===== src/rtl/pipelined_addsub_pkg.sv =====
// Shared helpers for pipelined arithmetic blocks: slice sizing and
// parameter legality, so every sliced datapath derives them the same way.
package pipelined_addsub_pkg;

    // Width of one pipeline slice; guards against a zero stage count so the
    // legality check below can still elaborate and report the problem.
    function automatic int sliceWidth(input int width, input int stages);
        if (stages < 1) begin
            return width;
        end
        return width / stages;
    endfunction

    // A sliced datapath needs at least one stage and an exact split of the
    // word into equal slices.
    function automatic bit paramsLegal(input int width, input int stages);
        if (stages < 1) begin
            return 1'b0;
        end
        return (width >= stages) && ((width % stages) == 0);
    endfunction

endpackage


===== src/rtl/pipelined_addsub_rca_slice.sv =====
// Combinational ripple-carry adder for one pipeline slice. Besides the
// carry out it exposes the carry into the slice MSB, which the top slice
// needs for signed overflow detection.
module rca_slice #(
    parameter int W = 8
) (
    input  logic [W-1:0] a,
    input  logic [W-1:0] b,
    input  logic         ci,
    output logic [W-1:0] s,
    output logic         co,
    output logic         c_msb_in
);

    logic [W:0] carry;

    assign carry[0] = ci;

    for (genvar i = 0; i < W; i++) begin : gBit
        assign s[i]       = a[i] ^ b[i] ^ carry[i];
        assign carry[i+1] = (a[i] & b[i]) | (a[i] & carry[i]) | (b[i] & carry[i]);
    end

    assign co       = carry[W];
    assign c_msb_in = carry[W-1];

endmodule


===== src/rtl/pipelined_addsub.sv =====
// WIDTH-bit add/subtract split into STAGES registered ripple-carry slices.
// Each stage adds one slice, passes its carry up, carries the untouched
// upper operand bits forward and accumulates the finished lower sum bits,
// so a whole result emerges from the last stage at once. A single global
// enable freezes the entire pipeline while the consumer stalls.
module pipelined_addsub
    import pipelined_addsub_pkg::*;
#(
    parameter int WIDTH  = 32,
    parameter int STAGES = 4
) (
    input  logic             clk,
    input  logic             rst,
    input  logic             in_valid,
    output logic             in_ready,
    input  logic [WIDTH-1:0] A,
    input  logic [WIDTH-1:0] B,
    input  logic             cin,
    input  logic             sub,
    output logic             out_valid,
    input  logic             out_ready,
    output logic [WIDTH-1:0] sum,
    output logic             cout,
    output logic             ovf
);

    localparam int SLICE = sliceWidth(WIDTH, STAGES);

    if (!paramsLegal(WIDTH, STAGES)) begin : gBadParams
        $error("pipelined_addsub: WIDTH must be a positive multiple of STAGES");
    end

    logic              en;
    logic [STAGES-1:0] valid_q;
    logic [STAGES-1:0] valid_d;

    assign en        = !out_valid || out_ready;
    assign in_ready  = en;
    assign out_valid = valid_q[STAGES-1];

    // Valid bits shift one stage per enabled cycle; bubbles travel too.
    always_comb begin
        valid_d    = valid_q;
        valid_d[0] = in_valid && in_ready;
        for (int k = 1; k < STAGES; k++) begin
            valid_d[k] = valid_q[k-1];
        end
    end

    // Valid chain register: cleared on reset, frozen while stalled.
    always_ff @(posedge clk or posedge rst) begin
        if (rst) begin
            valid_q <= '0;
        end else if (en) begin
            valid_q <= valid_d;
        end
    end

    for (genvar k = 0; k < STAGES; k++) begin : gStage
        localparam int REM_IN = WIDTH - k * SLICE;

        logic [REM_IN-1:0]        opA;
        logic [REM_IN-1:0]        opB;
        logic                     carryIn;
        logic                     carryOut;
        logic                     unusedCMsb;
        logic [SLICE-1:0]         sliceSum;
        logic [(k+1)*SLICE-1:0]   sum_d;
        logic [(k+1)*SLICE-1:0]   sum_q;

        if (k == 0) begin : gHead
            assign opA     = A;
            assign opB     = B ^ {WIDTH{sub}};
            assign carryIn = sub | cin;
            assign sum_d   = sliceSum;
        end else begin : gBody
            assign opA     = gStage[k-1].gSkew.opA_q;
            assign opB     = gStage[k-1].gSkew.opB_q;
            assign carryIn = gStage[k-1].gSkew.carry_q;
            assign sum_d   = {sliceSum, gStage[k-1].sum_q};
        end

        rca_slice #(
            .W(SLICE)
        ) uSlice (
            .a        (opA[SLICE-1:0]),
            .b        (opB[SLICE-1:0]),
            .ci       (carryIn),
            .s        (sliceSum),
            .co       (carryOut),
            .c_msb_in (unusedCMsb)
        );

        // Completed low sum slices accumulate so the result leaves in one piece.
        always_ff @(posedge clk or posedge rst) begin
            if (rst) begin
                sum_q <= '0;
            end else if (en) begin
                sum_q <= sum_d;
            end
        end

        if (k < STAGES - 1) begin : gSkew
            logic [REM_IN-SLICE-1:0] opA_q;
            logic [REM_IN-SLICE-1:0] opB_q;
            logic                    carry_q;

            // Upper operand bits and the slice carry travel with the beat.
            always_ff @(posedge clk or posedge rst) begin
                if (rst) begin
                    opA_q   <= '0;
                    opB_q   <= '0;
                    carry_q <= 1'b0;
                end else if (en) begin
                    opA_q   <= opA[REM_IN-1:SLICE];
                    opB_q   <= opB[REM_IN-1:SLICE];
                    carry_q <= carryOut;
                end
            end
        end else begin : gTail
            logic cout_q;
            logic ovf_q;

            // Top slice registers the final carry and the signed overflow flag.
            always_ff @(posedge clk or posedge rst) begin
                if (rst) begin
                    cout_q <= 1'b0;
                    ovf_q  <= 1'b0;
                end else if (en) begin
                    cout_q <= carryOut;
                    ovf_q  <= carryOut ^ unusedCMsb;
                end
            end
        end
    end

    assign sum  = gStage[STAGES-1].sum_q;
    assign cout = gStage[STAGES-1].gTail.cout_q;
    assign ovf  = gStage[STAGES-1].gTail.ovf_q;

endmodule


===== config.mk =====
export PLATFORM = sky130hd
export DESIGN_NAME = pipelined_addsub
export DESIGN_NICKNAME = d
export VERILOG_FILES = /design/src/rtl/pipelined_addsub_pkg.sv /design/src/rtl/pipelined_addsub_rca_slice.sv /design/src/rtl/pipelined_addsub.sv
export SDC_FILE = /design/constraint.sdc
export NUM_CORES = 1
export LEC_CHECK = 0
export ABC_AREA = 1
export CAP_MARGIN = 5
export CORE_MARGIN = 4
export CORE_UTILIZATION = 50
export DETAILED_ROUTE_END_ITERATION = 6
export PLACE_DENSITY = 0.84
export SLEW_MARGIN = 20
export SYNTH_ARGS = -nofsm -noshare
export SYNTH_HDL_FRONTEND = slang
export SYNTH_SLANG_ARGS = --single-unit

===== constraint.sdc =====
create_clock -name clk -period 8.6 [get_ports clk]
set_clock_uncertainty 0.05 [all_clocks]
set_input_delay 1.29 -clock clk [delete_from_list [all_inputs] [get_ports clk]]
set_output_delay 1.29 -clock clk [all_outputs]
set_load 0.05 [all_outputs]

# After elaboration in Yosys (flattened, before gate mapping)

Index checks and enable logic that the tools add are counted.

Bits of input ports: 70
Flip-flop bits (word level): 185
Word-level logic and storage cells: 246
Output and inout bits: 36

Reductions and logical operators: 3
Bitwise gates (word level): 227

Operators by type and width:

| operator          | count |
|---|---|
| $and 1x1->1       | 96 |
| $or 1x1->1        | 65 |
| $xor 1x1->1       | 65 |
| $xor 32x32->32    | 1 |
| $logic_and 1x1->1 | 1 |
| $logic_not 1->1   | 1 |
| $logic_or 1x1->1  | 1 |

# Depth between registers and ports, before layout

Depth after elaboration: 25
Depth in mapped cells: 15
Mapped depth without buffers: 15

# Cells and area by module

A second synthesis with hierarchy kept.

Cell total of the unflattened synthesis: 898
Area, all modules: 8135.3 sq um

By module, submodules not included:

| module           | sequential area each (sq um) | instances | cells an instance | area each (sq um) |
|---|---|---|---|---|
| pipelined_addsub | 4629.4                       | 1         | 826               | 7344.5 |
| rca_slice        | 0.0                          | 4         | 18                | 197.7 |

# Worst setup path after synthesis

No wires, ideal clock.

Path type: input to register
Start point: in sub
End point: reg gStage[0].sum_q[7]
Stages on the path: 15
Arrival: 4.832 ns
Path buffers: 2
Slack: 3.602 ns
Cells stage by stage: buf_2 buf_4 xor2_1 fa_1 fa_1 inv_1 fa_1 fa_1 fa_1 fa_1 fa_1 inv_1 fa_1 nand2_1 nand2_1

Longest elaborated chain between the ends: 23

RTL lines:

| element                                             | RTL line                                       | text |
|---|---|---|
| start, declared                                     | pipelined_addsub.sv:19                         | `input logic sub,` |
| $xor 32x32->32 / $or 1x1->1 (equally long branches) | pipelined_addsub.sv:73, pipelined_addsub.sv:74 |  |
| $and 1x1->1                                         | pipelined_addsub_rca_slice.sv:21               | `assign carry[i+1] = (a[i] & b[i]) \| (a[i] & carry[i]) \| (b[i] & carry[i]);` |
| $or 1x1->1 (2 in a row)                             | pipelined_addsub_rca_slice.sv:21               |  |
| $and 1x1->1                                         | pipelined_addsub_rca_slice.sv:21               |  |
| $or 1x1->1 (2 in a row)                             | pipelined_addsub_rca_slice.sv:21               |  |
| $and 1x1->1                                         | pipelined_addsub_rca_slice.sv:21               |  |
| $or 1x1->1 (2 in a row)                             | pipelined_addsub_rca_slice.sv:21               |  |
| $and 1x1->1                                         | pipelined_addsub_rca_slice.sv:21               |  |
| $or 1x1->1 (2 in a row)                             | pipelined_addsub_rca_slice.sv:21               |  |
| $and 1x1->1                                         | pipelined_addsub_rca_slice.sv:21               |  |
| $or 1x1->1 (2 in a row)                             | pipelined_addsub_rca_slice.sv:21               |  |
| $and 1x1->1                                         | pipelined_addsub_rca_slice.sv:21               |  |
| $or 1x1->1 (2 in a row)                             | pipelined_addsub_rca_slice.sv:21               |  |
| $and 1x1->1                                         | pipelined_addsub_rca_slice.sv:21               |  |
| $or 1x1->1 (2 in a row)                             | pipelined_addsub_rca_slice.sv:21               |  |
| $xor 1x1->1 (*)                                     | pipelined_addsub_rca_slice.sv:20               | `assign s[i] = a[i] ^ b[i] ^ carry[i];` |
| via gStage[0].sliceSum[7]                           | pipelined_addsub.sv:67                         | `logic [SLICE-1:0] sliceSum;` |
| end signal, assigned                                | pipelined_addsub.sv:99                         | `sum_q <= sum_d;` |
| end, declared                                       | pipelined_addsub.sv:69                         | `logic [(k+1)*SLICE-1:0] sum_q;` |

Mark *: on every way through the listed nets, which the timed path passes. The rest lies on a longest branch.
A chain may end at the register's enable or synchronous reset.

# Worst setup path in the final report

Ends and elaborated chain as after synthesis.

==> flow_results.org <==
** Power
- Power density of the placed cells :: 371 nW/um^2
- The internal portion of the total power is 2230 uW.
- VDD IR max :: 0.234 mV
- Clk network pwr share :: 22.8%
- Part of the total power dissipated in combinational logic :: 37.2%
- For this design the static power due to leakage is around 0.005 uW.
- Sequential power share :: 40.0%
- Switching power :: 1400 uW
- In this run switching power makes up 38.5% of total power.

** Routing
- After detailed routing, the number of remaining DRC violations is 0.
- Once detail routing completed, the nets flagged for antenna violations numbered 0.
- For this block, the routed nets add up to 15500 um of wire.
- Using the TritonRoute via totals, the vias-per-cell ratio works out to 4.71.
- Routed vias :: roughly 5600
- DRC marker count from the first detailed-route iteration :: 343
- In the final routed layout, each cell accounts on average for around 13 um.
- 1st-pass router iterations :: 5

** Clock network
- CTS Sinks :: 185
- Post-CTS timing repair inserted 0 buffers for setup.
- Clk Latency, worst-skew pair :: 430 ps
- Number of hold buffers added after cts :: 0
- The clock passes through at most 2 buffers.
- After clock tree synthesis, the clock-pin slew on the worst setup and hold paths is 70 ps.
- Gates resized during post-CTS repair numbered 0.
- Clock root buffer master :: clkbuf_16
- In this run, CTS created clock tree buffers numbering 17.
- In this run the number of H-tree levels came out at 4.
- Clock tree from TritonCTS :: done

** Setup path
- In this design, the critical path's most frequently occurring cell is fa_1.
- The signal on the critical path passes through clkdlybuf4s50_1 -> xor2_1 -> fa_1 -> fa_1 -> inv_1 -> fa_1 -> fa_1 -> fa_1 -> fa_1 -> fa_1 -> inv_1 -> fa_1 -> nand2_1 -> nand2_1.
- Setup Crit Path Kind :: in -> reg
- Stage delay of the slowest cell on the critical path :: 860 ps
- Critical path required time :: slightly below 9000 ps
- At the worst endpoint, the arrival time is 5580 ps.
- The number of buffers and inverters on the critical path is 3.
- Cell type group with the largest total delay on the critical path :: adder cells
- For this design, the slowest cell found on the critical path is clkdlybuf4s50_1.
- The worst setup path is launched from an input pin.
- STA classifies the critical path endpoint as a flop.
- Worst-path fanout max :: 9

** Cells and area
- Ratio of cells with drive above 1 in the final layout :: around 4%
- Layout overhead on the synthesized area :: 20.5%
- Post-route insts no fill :: between 1000 and 1500
- The layout has between 1000 and 1500 filler cells.
- Diode count :: 0
- Finished Core Util :: 61.7%
- Final standard cell area without fillers :: 9800 um^2
- After the last flow step, the layout net total stands at between 1000 and 1500.

** GRT
- Wire length of the first global-routing pass :: about 26000 um
- Initial antenna violation count :: 1
- Remaining Overflow, GRT :: 0
- Tot GR Track Use :: a little under a fifth
- The via count of the first global-routing pass is 5480.
- Largest net degree at the start of global routing :: 185

** STA
- For the pin with the worst max-slew slack, the measured transition is 988 ps.
- Worst hold slack :: a little over 400 ps
- Static timing analysis puts the maximum clock frequency at 188 MHz.
- The final count of pins violating max slew is 0.
- Share of the clock period used by the worst path :: 61.8%
- The number of hold violations in the final report came to 0.
- Time the worst path needs with I/O delays and setup :: 5320 ps
- Setup repair after global routing left no endpoint under its margin.
- Endpoints failing setup :: 0
- Max-slew headroom at the worst pin :: ~34%
- Adding up every negative setup slack in the final design gives 0 ps.

** Die
- 106 I/O pins were placed.
- After floorplanning, the core was divided into 46 placement rows.
- From bottom edge to top edge, the die measures 135 um.
- After floorplanning, the core was sized to cover 15900 um^2.
- Full die area :: 18400 um^2
- The die is 135 um wide.
- Starting Density :: between 50% and 60%

** Placement
- Summing all placed instances gives a cell area of 9160 um^2.
- Counting tap cells, the placed design contains a total of 1162 instances.
- The HPWL after detailed placement is 10000 um.
- At the end of routability-driven placement, the weighted congestion stood at roughly 0.76.
- Port Buf Inserts :: 105

** Hold path
- The min-delay analysis places its worst path in the category reg -> reg.

** Status
- The run finished with clean final reports.

** Synth
- Post-synth net total :: 985
- Synth area leader :: dfrtp_1
- Proportion of synthesized chip area in sequential cells :: between 50% and 60%
- Cell count after synthesis :: ~880
- The cell area that synthesis handed to floorplanning was 8130 um^2.
- Biggest area contributors in the synthesized netlist :: dfrtp_1 57%, nand2_1 19%, fa_1 7.9%, o21ai_0 5.8%, inv_1 4.2%
- Among all flip-flop cells after synthesis, the most frequent one is dfrtp_1.
- Yosys synthesis warning count :: 0
- After synthesis, the netlist uses 15 different library cells.
- The commonest cells after synthesis are 406 x nand2_1, 185 x dfrtp_1, 94 x o21ai_0.
- In the synthesized netlist the async set-or-reset flop fraction comes to 100%.
- Most used standard cell by instance count after synthesis :: nand2_1
- Counting flops and latches in the post-synthesis netlist gives 185.
- Post-synth EDFFs :: 0
- In this run the biggest area consumer among cell types represents 57.0% of the synthesized area.
- Mean instance size in the synthesized netlist :: 9.20 um^2

** Run
- Across the run, the number of max-cap violations was 0.
-- cells by family (layout without fill, tap and decap cells) --
| group | after synthesis | after routing | share of synthesized area, % |
|---|---|---|---|
| adders and majority gates | 32 | 32 | 7.88 |
| AOI/OAI and AO/OA | 94 | 94 | 5.79 |
| and+or+nand+nor | 426 | 426 | 20.1 |
| DFF | 185 | 185 | 57.0 |
| buffers and inverters | 138 | 233 | 8.41 |
| xor gates and xnor gates | 8 | 8 | 0.862 |
-- final cells by class --
cell class              instances  area, um^2  share of cell area [%]
multi-input cells             560        2830                    28.9
clock inverters                13         188                    1.92
well taps                     216         270                    2.76
inverters                      92         353                    3.60
clock buffers                  19         443                    4.52
flip-flops and latches        185        4630                    47.3
repair buffers                109        1080                    11.1
-- power groups by stage --
stage | sequential, uW | clock, uW | combinational, uW
2_1_floorplan | 1700 | 0 | 734
3_3_place_gp | 1450 | 0 | 1310
3_5_place_dp | 1470 | 0 | 1360
4_1_cts | 1460 | 844 | 1380
5_1_grt | 1500 | 884 | 1530
6_report | 1450 | 829 | 1350
-- cells in the final DEF (no fill, tap or decap) --
cell type        netlist  routed
xor2_1                 3       3
or2_2                  1       1
inv_6                  0       5
clkbuf_8               0       1
clkbuf_1               5       1
buf_4                 23       3
xnor2_1                5       5
bufinv_16              0       4
o21ai_0               94      94
clkinv_4               0       1
nand3_1               17      17
clkdlybuf4s50_1        0     105
clkbuf_16              0      17
inv_8                  0       1
clkinv_2               0       3
fa_1                  32      32
dfrtp_1              185     185
nand2_1              406     406
buf_6                  9       1
nand2_8                0       1
nor2_4                 1       1
inv_1                 92      91
-- metal layers --
metal | up-vias | global-route usage, % | wire, um
met5 | - | 0 | 13
met4 | 2 | 6.49 | 264
met3 | 25 | 4.09 | 591
met2 | 107 | 29.2 | 7600
met1 | 2662 | 24.3 | 7030
li1 | 2831 | - | -
-- tightest hold or removal path, cell delays in order, from the launching register on --
cell and delay [ps]:
dfrtp_1 330, inv_1 50, nand2_1 50
-- flip-flops by register name (all words and copies together), names as in the netlist --
| name | count |
|---|---|
| cout | 1 |
| gStage.gSkew.carry_q | 3 |
| gStage.gSkew.opA_q | 48 |
| gStage.gSkew.opB_q | 48 |
| gStage.sum_q | 48 |
| ovf | 1 |
| sum | 32 |
| valid_q | 4 |
-- metrics by stage --
stage / total power (uW) / setup slack, ps
2_1_floorplan: 2440 / 2230
3_3_place_gp: 2760 / 2880
3_5_place_dp: 2820 / 2820
4_1_cts: 3680 / 3260
5_1_grt: 3920 / 3070
6_report: 3630 / 3280
-- path summary, 6_finish.rpt --
kind / cells after the start / from / slack, ps / endpoint
worst min register to register: 2 / valid_q[2]$_DFFE_PP0N_ / 410 / valid_q[3]$_DFFE_PP0N_
max in group asynchronous: 3 / rst / 5950 / sum[13]$_DFFE_PP0N_
worst max register to register: 12 / gStage[1].gSkew.opA_q[0]$_DFFE_PP0N_ / 4660 / gStage[2].sum_q[23]$_DFFE_PP0N_
worst max-delay path: 14 / sub / 3280 / gStage[0].sum_q[7]$_DFFE_PP0N_
min in group asynchronous: 2 / rst / 1330 / gStage[2].sum_q[1]$_DFFE_PP0N_
worst min-delay path: 2 / valid_q[2]$_DFFE_PP0N_ / 410 / valid_q[3]$_DFFE_PP0N_
(Power assumes the default switching activity.)
